--- config.mk ---
export PLATFORM = sky130hd
export DESIGN_NAME = apb_master_ctrl_flat
export DESIGN_NICKNAME = d
export VERILOG_FILES = /design/src/rtl/apb_master_ctrl_if.sv /design/src/rtl/apb_master_ctrl.sv /design/src/flat_wrapper.sv
export SDC_FILE = /design/constraint.sdc
export NUM_CORES = 1
export LEC_CHECK = 0
export ABC_AREA = 0
export CAP_MARGIN = 20
export CORE_MARGIN = 1.5
export CORE_UTILIZATION = 62
export DETAILED_ROUTE_END_ITERATION = 10
export DONT_BUFFER_PORTS = 1
export PLACE_DENSITY = 0.8
export SETUP_SLACK_MARGIN = 0.05
export SLEW_MARGIN = 20
export SYNTH_ARGS = -nofsm -noshare
export SYNTH_HDL_FRONTEND = slang
export SYNTH_SLANG_ARGS = --single-unit
--- constraint.sdc ---
create_clock -name pclk -period 1.9 [get_ports pclk]
set_input_delay 0 -clock pclk [delete_from_list [all_inputs] [get_ports pclk]]
set_output_delay 0 -clock pclk [all_outputs]
set_load 0.1 [all_outputs]
--- src/rtl/apb_master_ctrl_if.sv ---
// Command/response handshake and APB bus signals for apb_master_ctrl.
// The master modport is the requester's view; slave is the environment driving commands and the APB slave.
interface apb_master_ctrl_if #(
    parameter int ADDR_W = 32,
    parameter int DATA_W = 8
);
    logic              req_valid;
    logic              req_ready;
    logic              req_write;
    logic [ADDR_W-1:0] req_addr;
    logic [DATA_W-1:0] req_wdata;
    logic              rsp_valid;
    logic              rsp_ready;
    logic [DATA_W-1:0] rsp_rdata;
    logic              rsp_err;
    logic              rsp_timeout;
    logic              psel;
    logic              penable;
    logic              pwrite;
    logic [ADDR_W-1:0] paddr;
    logic [DATA_W-1:0] pwdata;
    logic              pready;
    logic              pslverr;
    logic [DATA_W-1:0] prdata;

    modport master (
        input  req_valid, req_write, req_addr, req_wdata, rsp_ready,
        input  pready, pslverr, prdata,
        output req_ready, rsp_valid, rsp_rdata, rsp_err, rsp_timeout,
        output psel, penable, pwrite, paddr, pwdata
    );

    modport slave (
        output req_valid, req_write, req_addr, req_wdata, rsp_ready,
        output pready, pslverr, prdata,
        input  req_ready, rsp_valid, rsp_rdata, rsp_err, rsp_timeout,
        input  psel, penable, pwrite, paddr, pwdata
    );
endinterface

--- src/rtl/apb_master_ctrl.sv ---
// APB requester: one valid/ready command becomes one SETUP/ACCESS transfer, answered on a response channel.
// Define APB_TIMEOUT_EN to add an ACCESS-phase watchdog that aborts after TIMEOUT wait cycles.
module apb_master_ctrl #(
    parameter int ADDR_W  = 32,
    parameter int DATA_W  = 8,
    parameter int TIMEOUT = 16
) (
    input  logic              pclk,
    input  logic              preset,
    apb_master_ctrl_if.master bus
);
    typedef enum logic [1:0] {
        IDLE   = 2'd0,
        SETUP  = 2'd1,
        ACCESS = 2'd2,
        RESP   = 2'd3
    } state_t;

    if (TIMEOUT < 1 || TIMEOUT > 255) begin : g_timeout_range
        $error("apb_master_ctrl: TIMEOUT must be in 1..255");
    end

    state_t            state;
    logic              req_ready_q;
    logic              rsp_valid_q;
    logic              rsp_err_q;
    logic [DATA_W-1:0] rsp_rdata_q;
    logic              psel_q;
    logic              penable_q;
    logic              pwrite_q;
    logic [ADDR_W-1:0] paddr_q;
    logic [DATA_W-1:0] pwdata_q;

`ifdef APB_TIMEOUT_EN
    localparam logic [7:0] WAIT_LAST = 8'(TIMEOUT - 1);
    logic [7:0] wait_cnt;
    logic       rsp_timeout_q;
`endif

    always_ff @(posedge pclk or posedge preset) begin
        if (preset) begin
            state       <= IDLE;
            req_ready_q <= 1'b1;
            rsp_valid_q <= 1'b0;
            rsp_err_q   <= 1'b0;
            rsp_rdata_q <= '0;
            psel_q      <= 1'b0;
            penable_q   <= 1'b0;
            pwrite_q    <= 1'b0;
            paddr_q     <= '0;
            pwdata_q    <= '0;
`ifdef APB_TIMEOUT_EN
            wait_cnt      <= 8'd0;
            rsp_timeout_q <= 1'b0;
`endif
        end else begin
            case (state)
                IDLE: begin
                    if (bus.req_valid && req_ready_q) begin
                        pwrite_q    <= bus.req_write;
                        paddr_q     <= bus.req_addr;
                        pwdata_q    <= bus.req_wdata;
                        psel_q      <= 1'b1;
                        req_ready_q <= 1'b0;
                        state       <= SETUP;
                    end
                end
                SETUP: begin
                    penable_q <= 1'b1;
`ifdef APB_TIMEOUT_EN
                    wait_cnt  <= 8'd0;
`endif
                    state     <= ACCESS;
                end
                // pslverr and prdata only mean something on the pready edge
                ACCESS: begin
                    if (bus.pready) begin
                        psel_q      <= 1'b0;
                        penable_q   <= 1'b0;
                        rsp_valid_q <= 1'b1;
                        rsp_err_q   <= bus.pslverr;
                        rsp_rdata_q <= pwrite_q ? '0 : bus.prdata;
`ifdef APB_TIMEOUT_EN
                        rsp_timeout_q <= 1'b0;
`endif
                        state       <= RESP;
                    end
`ifdef APB_TIMEOUT_EN
                    else if (wait_cnt == WAIT_LAST) begin
                        psel_q        <= 1'b0;
                        penable_q     <= 1'b0;
                        rsp_valid_q   <= 1'b1;
                        rsp_err_q     <= 1'b1;
                        rsp_timeout_q <= 1'b1;
                        rsp_rdata_q   <= '0;
                        state         <= RESP;
                    end else begin
                        wait_cnt <= wait_cnt + 8'd1;
                    end
`endif
                end
                RESP: begin
                    if (bus.rsp_ready) begin
                        rsp_valid_q <= 1'b0;
                        req_ready_q <= 1'b1;
                        state       <= IDLE;
                    end
                end
                default: state <= IDLE;
            endcase
        end
    end

    assign bus.req_ready = req_ready_q;
    assign bus.rsp_valid = rsp_valid_q;
    assign bus.rsp_err   = rsp_err_q;
    assign bus.rsp_rdata = rsp_rdata_q;
    assign bus.psel      = psel_q;
    assign bus.penable   = penable_q;
    assign bus.pwrite    = pwrite_q;
    assign bus.paddr     = paddr_q;
    assign bus.pwdata    = pwdata_q;
`ifdef APB_TIMEOUT_EN
    assign bus.rsp_timeout = rsp_timeout_q;
`else
    assign bus.rsp_timeout = 1'b0;
`endif
endmodule

--- src/flat_wrapper.sv ---
// flat-port wrapper written by rule: the top's interface ports become plain ports
module apb_master_ctrl_flat 
#(
    parameter int ADDR_W  = 32,
    parameter int DATA_W  = 8,
    parameter int TIMEOUT = 16
)
  (pclk, preset, bus_req_valid, bus_req_write, bus_req_addr, bus_req_wdata, bus_rsp_ready, bus_pready, bus_pslverr, bus_prdata, bus_req_ready, bus_rsp_valid, bus_rsp_rdata, bus_rsp_err, bus_rsp_timeout, bus_psel, bus_penable, bus_pwrite, bus_paddr, bus_pwdata);
  apb_master_ctrl_if #(.ADDR_W(ADDR_W), .DATA_W(DATA_W)) bus_i ();
  input  logic pclk;
  input  logic preset;
  input wire logic [$bits(bus_i.req_valid)-1:0] bus_req_valid;
  input wire logic [$bits(bus_i.req_write)-1:0] bus_req_write;
  input wire logic [$bits(bus_i.req_addr)-1:0] bus_req_addr;
  input wire logic [$bits(bus_i.req_wdata)-1:0] bus_req_wdata;
  input wire logic [$bits(bus_i.rsp_ready)-1:0] bus_rsp_ready;
  input wire logic [$bits(bus_i.pready)-1:0] bus_pready;
  input wire logic [$bits(bus_i.pslverr)-1:0] bus_pslverr;
  input wire logic [$bits(bus_i.prdata)-1:0] bus_prdata;
  output wire logic [$bits(bus_i.req_ready)-1:0] bus_req_ready;
  output wire logic [$bits(bus_i.rsp_valid)-1:0] bus_rsp_valid;
  output wire logic [$bits(bus_i.rsp_rdata)-1:0] bus_rsp_rdata;
  output wire logic [$bits(bus_i.rsp_err)-1:0] bus_rsp_err;
  output wire logic [$bits(bus_i.rsp_timeout)-1:0] bus_rsp_timeout;
  output wire logic [$bits(bus_i.psel)-1:0] bus_psel;
  output wire logic [$bits(bus_i.penable)-1:0] bus_penable;
  output wire logic [$bits(bus_i.pwrite)-1:0] bus_pwrite;
  output wire logic [$bits(bus_i.paddr)-1:0] bus_paddr;
  output wire logic [$bits(bus_i.pwdata)-1:0] bus_pwdata;
  assign bus_i.req_valid = bus_req_valid;
  assign bus_i.req_write = bus_req_write;
  assign bus_i.req_addr = bus_req_addr;
  assign bus_i.req_wdata = bus_req_wdata;
  assign bus_i.rsp_ready = bus_rsp_ready;
  assign bus_i.pready = bus_pready;
  assign bus_i.pslverr = bus_pslverr;
  assign bus_i.prdata = bus_prdata;
  assign bus_req_ready = bus_i.req_ready;
  assign bus_rsp_valid = bus_i.rsp_valid;
  assign bus_rsp_rdata = bus_i.rsp_rdata;
  assign bus_rsp_err = bus_i.rsp_err;
  assign bus_rsp_timeout = bus_i.rsp_timeout;
  assign bus_psel = bus_i.psel;
  assign bus_penable = bus_i.penable;
  assign bus_pwrite = bus_i.pwrite;
  assign bus_paddr = bus_i.paddr;
  assign bus_pwdata = bus_i.pwdata;
  apb_master_ctrl #(.ADDR_W(ADDR_W), .DATA_W(DATA_W), .TIMEOUT(TIMEOUT)) u_core (.pclk(pclk), .preset(preset), .bus(bus_i));
endmodule
==> metrics.yaml, run 1 <==
num_vias: 1810
ys_types: 22
grt_max_degree: 57
grt_pass1_wl_um: 11500
synth.area.top_cells: "dfrtp_1 56%, mux2_4 24%, ha_1 3.6%"
max_freq_mhz: 564
tns_ps: 0
slowest_stage: "dlygate4sd3_1"
die_x_um: 66.0
grt_antenna_before_repair: 1
grt_overflow: 0
netlist_instances: 162
synth_area_leader_cell: "dfrtp_1"
start_util: 0.657
viasPerCell: 5.57
cts_buffer_depth: 2
synth_top_flop_cell: "dfrtp_1"
maxCapViolCount: 0
crit_arrival_ps: 2030
insertion_delay_ps: 310
netlist_area_sq_mm: 0.00246
yosysWarnings: 0
path_clk_slew_ps: 90
cts-root-buf: "clkbuf_8"
violations: "hold timing"
status: "finished, violations left"
fin_crit_ps: 1770
grt_usage: 0.383
gp_congestion: 0.730
hpwl_um: 3630
cts.sinks: 56
synth_top_area_share: 0.559
max_stage_delay_ps: 580
drive_gt1_frac: 0.409
fill_cells: 95
drv_slew: 0
hp-class: "in -> reg"
cts_buffers: 5
final_nets: 337
finalHoldViolCount: 1
path_class: "reg -> reg"
synth-async-reset-ratio: 1.00
grt_pass1_vias: 1987
synth.yosys.seq_area_share: 0.570
core_sq_mm: 0.00374
rsz0062_at_grt: "yes"
die_h_um: 66.0
fin_skew_ps: 4.53
wire_per_inst_um: 24.0
portBuffers: 0
cp_max_fo: 3
layout-area-overhead-vs-synth_pct: 44.3
syn_nets: 224
drt_first_pass_iters: 4
crit_family: "buffers and inverters"
relSlewSlack: 0.545
route.detailed.drc: 0
start_kind: "flop"
die-area_sq_mm: 0.00436
setup_viol: 0
worst_pin_slew_ps: 683
drtIter0Drc: 112
io_pins: 110
hold_ws_ps: -2.21
num_rows: 22
finalCritPeriodShare: 0.934
synth_edf_count: 0
synth_seq_cells: 56
critPathCaptureType: "flop"
final_antenna_net_count: 0
path_cells: "buf_4 > o21ai_0 > o21ai_0 > dlygate4sd3_1"
routed_wl_um: 7810
h-tree-depth: 2
synth_area_per_cell_sq_um: 15.2
required_ps: 2160
critPathBufInv: 2
tritoncts: "done"
crit_top_cell: "o21ai_0"
[cells in the mapped netlist (2+ instances only)]
master     n
nand2_1   10
nor2b_1    2
inv_1      5
dfrtp_1   55
nand2b_1   8
mux2_4    40
buf_6      4
mux2i_1    4
ha_1       7
o31ai_1    2
nor2_1     3
o21ai_0   11
mux2_2     2
[sequential cells by signal, indices dropped and copies added (netlist names)]
| signal | count |
|---|---|
| u_core.bus.pwdata | 8 |
| u_core.bus.pwrite | 1 |
| u_core.bus.req_ready | 1 |
| u_core.bus.rsp_err | 1 |
| u_core.bus.psel | 1 |
| u_core.bus.rsp_rdata | 8 |
| u_core.bus.penable | 1 |
| u_core.bus.rsp_valid | 1 |
| u_core.state | 2 |
| u_core.bus.paddr | 32 |
[worst register-to-register path, stage by stage (launching register included)]
cell and delay (ps):
dfstp_2 570, buf_4 310, o21ai_0 150, o21ai_0 110, dlygate4sd3_1 580
[final cells by class]
type,count,area [sq um],area share
Antenna cell,1,2.50,0.000704
Multi-Input combinational cell,95,986,0.278
Clock inverter,1,7.51,0.00211
Timing Repair Buffer,112,988,0.278
Sequential cell,56,1400,0.395
Clock buffer,7,86.3,0.0243
Tap cell,48,60.1,0.0169
Inverter,5,18.8,0.00528
[worst paths after layout]
check                                          start  depth (start not counted)  slack [ps]                    to
min in group asynchronous                     preset                          3         340  u_core.bus.paddr[23]
max in group asynchronous                     preset                          3        1110  u_core.bus.rsp_valid
worst min register to register  u_core.bus.paddr[28]                          1         520  u_core.bus.paddr[28]
worst max register to register  u_core.bus.req_ready                          4         130  u_core.bus.req_ready
worst max-delay path            u_core.bus.req_ready                          4         130  u_core.bus.req_ready
worst min-delay path                      bus_pready                          3          -2  u_core.bus.rsp_valid
[cells in the final DEF, fill, tap and decap left out, drive strengths merged]
cell type / instances
a21boi: 1
a21oi: 1
buf: 58
clkbuf: 7
clkinvlp: 1
conb: 1
dfrtp: 55
dfstp: 1
diode: 1
dlygate4sd3: 54
ha: 7
inv: 5
mux2: 43
mux2i: 4
nand2: 10
nand2b: 8
nand3: 1
nor2: 3
nor2b: 2
nor3: 1
o21ai: 11
o31ai: 2
[kinds of logic after synthesis]
logic type | count (synthesis) | synth area share
simple gates | 25 | 0.0534
compound gates | 15 | 0.0351
flops | 56 | 0.570
fa+ha+maj | 7 | 0.0356
buf+inv | 11 | 0.0305
mux | 47 | 0.274
other cells | 1 | 0.00152
[what timing repair did]
item | in CTS | in global routing
hold buffers | 54 | 0
endpoints found under the setup margin | 0 | 2
endpoints found under the hold margin | 108 | 0
resized for setup | 0 | 1
buffers inserted | 0 | 0
[routing by layer]
metal	track usage	vias up	wire length, um
li1	-	769	-
met5	0	-	0
met2	0.687	117	4070
met1	0.422	898	2880
met4	0.161	0	271
met3	0.112	26	597
[metrics by stage]
| stage | instances | area [sq um] | utilization | worst slack, ps | hold slack, ps |
|---|---|---|---|---|---|
| after floorplan | 162 | 2460 | - | 155 | 149 |
| after global placement | 262 | 2910 | 0.778 | 295 | 97.8 |
| after detailed placement | 262 | 2910 | 0.778 | 196 | 109 |
| after CTS | 324 | 3550 | 0.948 | 183 | 6.17 |
| after global routing | 325 | 3550 | 0.949 | 29.6 | 16.5 |
| final | 325 | 3550 | 0.949 | 126 | -2.21 |
Power of run 1 is not shown: default switching activity piles up to over one toggle a cycle in this logic, so the estimate is an artifact.
==> run 2, diff against run 1 <==
--- a/config.mk
+++ b/config.mk
@@ -11,6 +11,7 @@
 export CORE_UTILIZATION = 62
 export DETAILED_ROUTE_END_ITERATION = 10
 export DONT_BUFFER_PORTS = 1
+export MAX_ROUTING_LAYER = met4
 export PLACE_DENSITY = 0.8
 export SETUP_SLACK_MARGIN = 0.05
 export SLEW_MARGIN = 20
==> metrics.yaml, run 2 (synthesis results as in run 1) <==
status: "finished, violations left"
violations: "hold timing"
grt_overflow: 0
grt_max_degree: 57
critPathCaptureType: "flop"
path_class: "reg -> reg"
num_vias: 1835
worstHoldEndpoint: "u_core.bus.rsp_valid"
fin_skew_ps: 4.79
cp_max_fo: 5
setup_viol: 0
cts_setup_buffers: 0
core_sq_mm: 0.00374
fin_area_sq_mm: 0.00355
io_pins: 110
route.detailed.drc: 0
grt_antenna_before_repair: 1
wire_per_inst_um: 24.1
start_util: 0.657
relSlewSlack: 0.541
grt_pass1_wl_um: 11500
layout-area-overhead-vs-synth_pct: 44.3
drt_first_pass_iters: 4
grt_usage: 0.394
largest_reg_flops: 32
max_freq_mhz: 560
hpwl_um: 3630
die_x_um: 66.0
worstRegToRegCells: 5
final_common_cell: "buf_4"
hp-class: "in -> reg"
die_h_um: 66.0
drtIter0Drc: 100
mostFrequentLayoutCells: "57 x buf_4, 55 x dfrtp_1, 54 x dlygate4sd3_1, 40 x mux2_4, 11 x o21ai_0"
insertion_delay_ps: 310
drv_slew: 0
tritoncts: "done"
final_nets: 337
die-area_sq_mm: 0.00436
final_util: 0.949
crit_arrival_ps: 1980
h-tree-depth: 2
drive_gt1_frac: 0.409
timing.rr.end: "u_core.state[1]"
viasPerCell: 5.65
holdPathStages: 3
min_from: "bus_pready"
path_clk_slew_ps: 100
fin_crit_ps: 1780
required_ps: 2100
hold_ws_ps: -3.22
finalHoldViolCount: 1
cts_buffers: 5
cts_buffer_depth: 2
gp_congestion: 0.739
final_antenna_net_count: 0
num_rows: 22
rrSetupSlack_ps: 120
grt_pass1_vias: 1975
finalCritPeriodShare: 0.939
portBuffers: 0
routed_wl_um: 7830
placed_area_sq_mm: 0.00291
reg2reg_from: "u_core.state[0]"
worst_pin_slew_ps: 689
rsz0062_at_grt: "yes"
cts-root-buf: "clkbuf_8"
tns_ps: 0
cts.sinks: 56
maxCapViolCount: 0
start_kind: "flop"
-- run 2: layer usage --
| metal | routed length [um] | up-vias | GRT usage |
|---|---|---|---|
| met4 | 278 | 0 | 0.161 |
| li1 | - | 771 | - |
| met3 | 608 | 26 | 0.109 |
| met1 | 2890 | 926 | 0.427 |
| met2 | 4060 | 112 | 0.686 |
| met5 | 0 | - | - |
-- run 2: worst max path at each step --
stage                     depth (start not counted)  slack (ps)            startpoint                end
after global routing                              5          30       u_core.state[0]    u_core.bus.psel
after floorplan                                   3         150  u_core.bus.req_ready  u_core.bus.pwrite
after detailed placement                          5         200       u_core.state[0]    u_core.state[1]
after global placement                            5         300       u_core.state[0]    u_core.state[1]
after CTS                                         5         180       u_core.state[0]    u_core.state[1]
final                                             5         120       u_core.state[0]    u_core.state[1]
-- run 2: per-stage QoR --
step / instances / hold slack, ps / setup WS (ps)
global route: 325 / 16.5 / 29.6
global placement: 262 / 97.8 / 295
floorplan: 162 / 149 / 155
detailed placement: 262 / 109 / 196
CTS: 324 / 6.17 / 183
finish: 325 / -3.22 / 115
-- run 2: worst max-delay path: stages (launching register included) --
cell	delay, ps
dfrtp_1	430
inv_1	140
ha_1	280
a21boi_2	210
nor3_2	270
mux2_1	350
-- run 2: what timing repair did --
item | 4_1_cts | 5_1_grt
endpoints found under the hold margin | 108 | 0
hold buffers | 54 | 0
setup endpoints to repair | 0 | 2
resized for setup | 0 | 1
-- run 2: layout make-up --
class / count / area (sq um)
flip-flops and latches: 56 / 1400
repair buffers: 112 / 988
multi-input cells: 95 / 986
fillers: 95 / 191
clock buffers: 7 / 86.3
well taps: 48 / 60.1
inverters: 5 / 18.8
clock inverters: 1 / 7.51
diodes: 1 / 2.50
Power of run 2 is left out for the same reason.
